==> src/rtl/hazard_scoreboard.sv <==
// -----------------------------------------------------------------------------
// hazard_scoreboard
//
// Interlock and scoreboard unit for a five-stage in-order pipeline with a
// multi-cycle multiplier. It tracks which architectural registers have a
// write in flight. It detects load-use hazards and multiply hazards: RAW,
// WAW and structural. It issues stall, bubble and flush controls to the
// front end.
//
// Parameters
//   MUL_LAT      multiply result latency in cycles (1..7)
//
// Ports
//   clk          rising-edge clock
//   rst_n        asynchronous active-low reset
//   id_valid     an instruction occupies ID
//   id_rs/id_rt  ID source register ids
//   id_rs_used   id_rs is actually read
//   id_rt_used   id_rt is actually read
//   id_rd        ID destination register id
//   id_rw        ID instruction writes id_rd
//   id_mr        ID instruction is a load
//   id_mul       ID instruction is a multi-cycle multiply
//   wb_rw/wb_rd  register write retiring in WB
//   br_taken     branch resolved taken in EX
//   stall        hold PC and IF/ID
//   bubble_idex  insert a NOP into ID/EX
//   flush_ifid   squash IF/ID
//   flush_idex   squash ID/EX
//   busy_mask    registers with an in-flight write (bit 0 always 0)
//   stall_cnt    saturating count of stall cycles
// -----------------------------------------------------------------------------
module hazard_scoreboard #(
    parameter int unsigned MUL_LAT = 3
) (
    input  logic        clk,
    input  logic        rst_n,
    input  logic        id_valid,
    input  logic [3:0]  id_rs,
    input  logic [3:0]  id_rt,
    input  logic        id_rs_used,
    input  logic        id_rt_used,
    input  logic [3:0]  id_rd,
    input  logic        id_rw,
    input  logic        id_mr,
    input  logic        id_mul,
    input  logic        wb_rw,
    input  logic [3:0]  wb_rd,
    input  logic        br_taken,
    output logic        stall,
    output logic        bubble_idex,
    output logic        flush_ifid,
    output logic        flush_idex,
    output logic [15:0] busy_mask,
    output logic [15:0] stall_cnt
);

    localparam logic [2:0] MUL_LAT_C = 3'(MUL_LAT);

    // Tracking state
    logic        ld_valid;
    logic [3:0]  ld_rd;
    logic [2:0]  mul_cnt;
    logic [3:0]  mul_rd;
    logic [15:0] busy_q;
    logic [15:0] stall_cnt_q;

    // Combinational decode
    logic        load_use;
    logic        mul_hz;
    logic        stall_int;
    logic        accept;
    logic [15:0] set_vec;
    logic [15:0] clr_vec;
    logic [15:0] busy_next;

    // Saturating increment for the stall counter.
    function automatic logic [15:0] sat_inc16(input logic [15:0] v);
        return (v == 16'hFFFF) ? v : (v + 16'd1);
    endfunction

    // A used, non-zero source that matches a tracked destination.
    // Register 0 never matches, so r0 can never be a hazard source.
    function automatic logic src_hit(input logic       used,
                                     input logic [3:0] src,
                                     input logic [3:0] tgt);
        return used && (src != 4'd0) && (src == tgt);
    endfunction

    always_comb begin
        load_use  = 1'b0;
        mul_hz    = 1'b0;
        stall_int = 1'b0;
        accept    = 1'b0;
        set_vec   = '0;
        clr_vec   = '0;
        busy_next = '0;

        // ld_valid is only ever set for a non-zero destination.
        load_use = id_valid && ld_valid &&
                   (src_hit(id_rs_used, id_rs, ld_rd) ||
                    src_hit(id_rt_used, id_rt, ld_rd));

        // While the multiplier counts down, block consumers and writers
        // of its destination. Also block any second multiply, because
        // the unit is not pipelined.
        mul_hz = id_valid && (mul_cnt != 3'd0) &&
                 (((mul_rd != 4'd0) &&
                   (src_hit(id_rs_used, id_rs, mul_rd) ||
                    src_hit(id_rt_used, id_rt, mul_rd))) ||
                  (id_rw && (id_rd != 4'd0) && (id_rd == mul_rd)) ||
                  id_mul);

        // A taken branch squashes ID, so it overrides any interlock.
        stall_int = (load_use || mul_hz) && !br_taken;
        accept    = id_valid && !stall_int && !br_taken;

        if (accept && id_rw && (id_rd != 4'd0)) begin
            set_vec[id_rd] = 1'b1;
        end
        if (wb_rw && (wb_rd != 4'd0)) begin
            clr_vec[wb_rd] = 1'b1;
        end

        // Apply the set after the clear, so a new writer wins over a
        // retiring write to the same register.
        busy_next = ((busy_q & ~clr_vec) | set_vec) & 16'hFFFE;
    end

    // ---- register stage: scoreboard and hazard trackers ----
    always_ff @(posedge clk or negedge rst_n) begin
        if (!rst_n) begin
            busy_q   <= '0;
            ld_valid <= 1'b0;
            ld_rd    <= '0;
        end else begin
            busy_q <= busy_next;
            // A load shadow lasts exactly one cycle after acceptance.
            if (accept && id_mr && (id_rd != 4'd0)) begin
                ld_valid <= 1'b1;
                ld_rd    <= id_rd;
            end else begin
                ld_valid <= 1'b0;
            end
        end
    end

    // The countdown ignores flushes. The multiply is already in flight
    // and still occupies the unit.
    always_ff @(posedge clk or negedge rst_n) begin
        if (!rst_n) begin
            mul_cnt <= '0;
            mul_rd  <= '0;
        end else if (accept && id_mul) begin
            mul_cnt <= MUL_LAT_C;
            mul_rd  <= id_rd;
        end else if (mul_cnt != 3'd0) begin
            mul_cnt <= mul_cnt - 3'd1;
        end
    end

    always_ff @(posedge clk or negedge rst_n) begin
        if (!rst_n) begin
            stall_cnt_q <= '0;
        end else if (stall_int) begin
            stall_cnt_q <= sat_inc16(stall_cnt_q);
        end
    end

    // ---- output stage ----
    // The trackers clear asynchronously, so stall already reads 0 during
    // reset. The flush outputs are pure functions of br_taken.
    assign stall       = stall_int;
    assign bubble_idex = stall_int;
    assign flush_ifid  = br_taken;
    assign flush_idex  = br_taken;
    assign busy_mask   = busy_q;
    assign stall_cnt   = stall_cnt_q;

endmodule

==> config.mk <==
export PLATFORM = sky130hd
export DESIGN_NAME = hazard_scoreboard
export DESIGN_NICKNAME = d
export VERILOG_FILES = /design/src/rtl/hazard_scoreboard.sv
export SDC_FILE = /design/constraint.sdc
export NUM_CORES = 1
export LEC_CHECK = 0
export ABC_AREA = 0
export CAP_MARGIN = 15
export CORE_MARGIN = 4
export CORE_UTILIZATION = 40
export CTS_CLUSTER_SIZE = 30
export DETAILED_ROUTE_END_ITERATION = 6
export GPL_TIMING_DRIVEN = 0
export PLACE_DENSITY_LB_ADDON = 0.2
export SETUP_SLACK_MARGIN = 0.15
export SYNTH_ARGS = -nofsm -noshare
export SYNTH_HDL_FRONTEND = slang
export SYNTH_SLANG_ARGS = --single-unit
==> constraint.sdc <==
create_clock -name clk -period 4.2 [get_ports clk]
set_input_delay 0.84 -clock clk [delete_from_list [all_inputs] [get_ports clk]]
set_output_delay 0.84 -clock clk [all_outputs]
set_load 0.03 [all_outputs]
# After elaboration in Yosys (flattened, before gate mapping)
# Cells that the tools add are included.
# totals
reg_bits	43
input_bits	26
out_inout_bits	36
elab_cells	70
# classes
add_sub_neg	2
order_cmp	4
eq_ne	6
muxes	9
bitwise_logic	4
n_reduce_logical	39
# ops
cell	n
two-way mux 16 bit	2
logical AND 1 bit	24
== test 4 bit	5
nonzero test 4 bit	5
adder 16 x 1 -> 16 bit (second input constant)	1
AND 16 bit	1
== test 16 bit (second input constant)	1
inverter 16 bit	1
OR 16 bit	1
less-than comparator 4 x 5 -> 1 bit (second input constant)	2
demux 1 bit (select 4 bit)	2
>= comparator 4 x 1 -> 1 bit (second input constant)	2
two-way mux 3 bit	2
logical OR 1 bit	5
two-way mux 1 bit	3
nonzero test 3 bit	1
subtractor 3 x 1 -> 3 bit (second input constant)	1
logical NOT 1 bit	2
AND reduction 2 bit	1
nonzero test 2 bit	1
inverter 1 bit	1

# Depth between registers and ports, before layout
# depth
depth_word	17
mapped_depth	9
depth_no_buf	7

# Worst setup path after synthesis
# OpenSTA, ideal clock, no wires.
# synth_timing
path_kind	input port to output port
start	input port id_rt[1]
end	output port stall
arrival_ps	2520
t_required_ps	3360
slack_ps	840
stages	6
path_buffers	1
cell_sequence	xor2_1 -> or4_1 -> o22ai_2 -> inv_2 -> a21oi_1 -> buf_4
# synth_via
elab_chain_len	10
elab_cells_between_ends	15
classes_between	eq/ne (2); reduce/logical (13)
# synth_lines
element	line_no	text
from (decl)	40	input logic [3:0] id_rt,
nonzero test 4 bit	87	return used && (src != 4'd0) && (src == tgt);
logical AND 1 bit (2 in series)	87	
logical OR 1 bit	109	(src_hit(id_rs_used, id_rs, mul_rd) ||
logical AND 1 bit	108	(((mul_rd != 4'd0) &&
logical OR 1 bit	110	src_hit(id_rt_used, id_rt, mul_rd))) ||
logical OR 1 bit	111	(id_rw && (id_rd != 4'd0) && (id_rd == mul_rd)) ||
logical AND 1 bit	107	mul_hz = id_valid && (mul_cnt != 3'd0) &&
logical OR 1 bit (*)	115	stall_int = (load_use || mul_hz) && !br_taken;
logical AND 1 bit (*)	115	
to (decl)	50	output logic stall,
# Every way passes the cells marked *; elsewhere a longest branch is shown, timed or not.

# Final worst setup path
# Ends and elaborated chain as after synthesis.

==> run metrics <==
status=finished clean; Switch Pwr=528 uW; Post-CTS Setup Inserts=0; CTS H-tree lvls=2; drt drc=0; drt total wl=5.55 mm; Synth cell types=45; area share of the largest cell type after synthesis=45.9%; Power Density=466 nW/um^2; Crit Path Class=in -> out; Root Driver=clkbuf_8; EDFF count, synth=0; placed cell area=3040 sq um; Comb pwr share=38.6%; pin count of the biggest net entering global routing=32; CTS buffer count=5; DP Wirelength=4.20 mm; critical path, cell by cell=clkdlybuf4s50_1 -> o41ai_1 -> or4_1 -> o22ai_2 -> inv_2 -> a21oi_1 -> buf_4 -> dlygate4sd2_1; CP Capture Type=output port; Worst-Skew Late Latency=290 ps; Tmin final=3940 ps; TNS Setup=0 ps; unrepaired setup endpoints after global routing=false; total power=1460 uW; post-synthesis sequential area ratio=45.9%; syn_nets=250; Slew Limit Fails=0; Placement Rows=27; top post-synthesis cells by area=dfrtp_1, xnor2_1, o21ai_0; clock skew=5.40 ps; Worst path top cell family by delay=buffers and inverters; drt wl/cell=15.4 microns; share of cells above drive strength 1=13.5%; hold buffer count at cts=0; LEAKAGE=0.00128 uW; width of the die=84.6 microns; initial antenna violation count=0; Top FF cell, synth=dfrtp_1; P_int=930 uW; DRT Pass-1 Iters=4; ys async rst share=100%; switching share of power=36.2%; Layout Nets=317; Clk pwr share=18.2%; class of the worst hold path=in -> async; endpoints failing setup=0; Final Non-Filler Cells=360; slowest stage cell on the critical path=or4_1; Peak VDD IR=0.258 mV; CP max FO=3; IO Pins=62; CP Data Arrival Time=3100 ps; die height=84.6 microns; vias per cell=5.17; vias in the first global route=1913; max cap viols=0; Placed Cells=353; Final period util=93.7%; Mapped Cells=221; synth warn=0; Core Region=5610 sq um; die area=7150 sq um; Placer Congestion=0.779; aggregate global-route resource usage=15.9%; Mapped Area=2340 sq um; Initial Utilization=41.8%; CP startpoint kind=input port; number of port buffers=59; number of synthesized register bits=43; maximum clock path buffer count=2; detailed-route via count=1861; Area Overhead vs Synth=33.3%; mean post-synth cell area=10.6 sq um; CTS clk-pin slew, worst paths=80 ps; grt ovf=0; Synth area leader=dfrtp_1; post-route ant nets=0; crit-path max cell delay=560 ps; worst setup margin=265 ps; dpl ws=-32.5 ps; WP data required=3360 ps; post-route cell area=3130 sq um; CP bufs+invs=4; n_diodes=0; first-pass GRT wire length=9.33 mm; final hold violation count=0; max frequency=0.254 GHz; sequential power share=43.3%; Sink Count=43; Starting DRT DRC Count=86; TritonCTS clock tree=done
[worst reg2reg max path: stages (launching register included)]
cell     delay [ps]
dfrtp_1         430
xor2_1          170
or4_1           530
o22ai_2         230
inv_2            80
a21oi_4         260
buf_6           200
nand3_1         110
xnor2_1         150
[layout by cell type (no fill, tap or decap), drive strengths merged, types with 4 or more instances in the layout]
cell            n
xnor2          27
o31ai           5
xor2            8
nor2            8
clkbuf          9
clkdlybuf4s50  56
nand2          17
nand2b          6
nand4           9
o21ai          28
nand3          11
dfrtp          43
buf            10
and3            5
mux2            6
a22o            4
inv             5
[Yosys cell counts (2+ instances only)]
cell type	count
dfrtp_1	43
o21ai_0	27
xnor2_1	26
nand2_1	16
nand3_1	11
nand4_1	8
nor2_1	8
xor2_1	8
nand2b_1	6
buf_4	5
a22o_1	4
and3_1	4
inv_1	4
mux2_4	4
o31ai_1	4
buf_6	3
clkbuf_1	3
ha_1	3
nor2b_1	3
a21oi_1	2
mux2_2	2
nand3b_1	2
o41ai_1	2
or4_1	2
[kinds of logic (layout without fill, tap and decap cells)]
family,count (synthesis),after routing,synth area share (%)
AOI/OAI and AO/OA,46,46,13.6
muxes,6,6,3.52
buffers and inverters,16,83,4.32
xor gates and xnor gates,35,35,13.4
adders and majority gates,3,3,1.60
DFF,43,43,45.9
other,1,1,0.160
and+or+nand+nor,71,71,17.6
[power by group through the flow]
stage / Clock, uW / Combinational [uW] / Sequential (uW)
after global placement: 0 / 553 / 637
after global routing: 291 / 608 / 647
final: 265 / 562 / 631
after detailed placement: 0 / 566 / 638
after CTS: 272 / 568 / 632
after floorplan: 0 / 300 / 699
[flip-flops by register name, summed over array words and instances, names as in the netlist]
register	flops
stall_cnt	16
busy_mask	15
ld_rd	4
mul_rd	4
mul_cnt	3
ld_valid	1
[metrics by stage]
stage / util [%] / hold WS [ps]
5_1_grt: 55.7 / 448
3_5_place_dp: 54.2 / 478
3_3_place_gp: 53.9 / 487
4_1_cts: 55.7 / 430
2_1_floorplan: - / 486
6_report: 55.7 / 425
[what timing repair did]
action                                 in CTS  in global routing
gates resized for setup                     2                  0
setup endpoints to repair                   2                  0
endpoints found under the hold margin       0                  0
[routing by layer]
| metal | vias to the layer above | wire, microns | track usage (%) | part of all wire [%] |
|---|---|---|---|---|
| met5 | - | 0 | 0 | 0 |
| met2 | 56 | 2560 | 25.1 | 46 |
| met4 | 0 | 56 | 4.32 | 1.0 |
| li1 | 906 | - | - | - |
| met3 | 7 | 372 | 4.81 | 6.7 |
| met1 | 892 | 2560 | 21.1 | 46 |
[cell type report]
cell class,instances,area [sq um]
fillers,517,2480
multi-input cells,162,1170
flip-flops and latches,43,1080
repair buffers,60,603
well taps,72,90.1
clock buffers,6,82.6
plain buffers,11,82.6
inverters,5,18.8
clock inverters,1,5.00
[worst paths after layout]
path                            endpoint  cells after the start  slack, ps          start
setup / recovery                   stall                      8        260       id_rt[1]
hold / removal              busy_mask[6]                      1        430          rst_n
setup reg to reg           stall_cnt[10]                      8       1930       ld_rd[1]
hold reg to reg            stall_cnt[12]                      1        490  stall_cnt[12]
max in group asynchronous     mul_cnt[0]                      2       3300          rst_n
min in group clk           stall_cnt[12]                      1        490  stall_cnt[12]
Power figures use the tool's default switching activity.
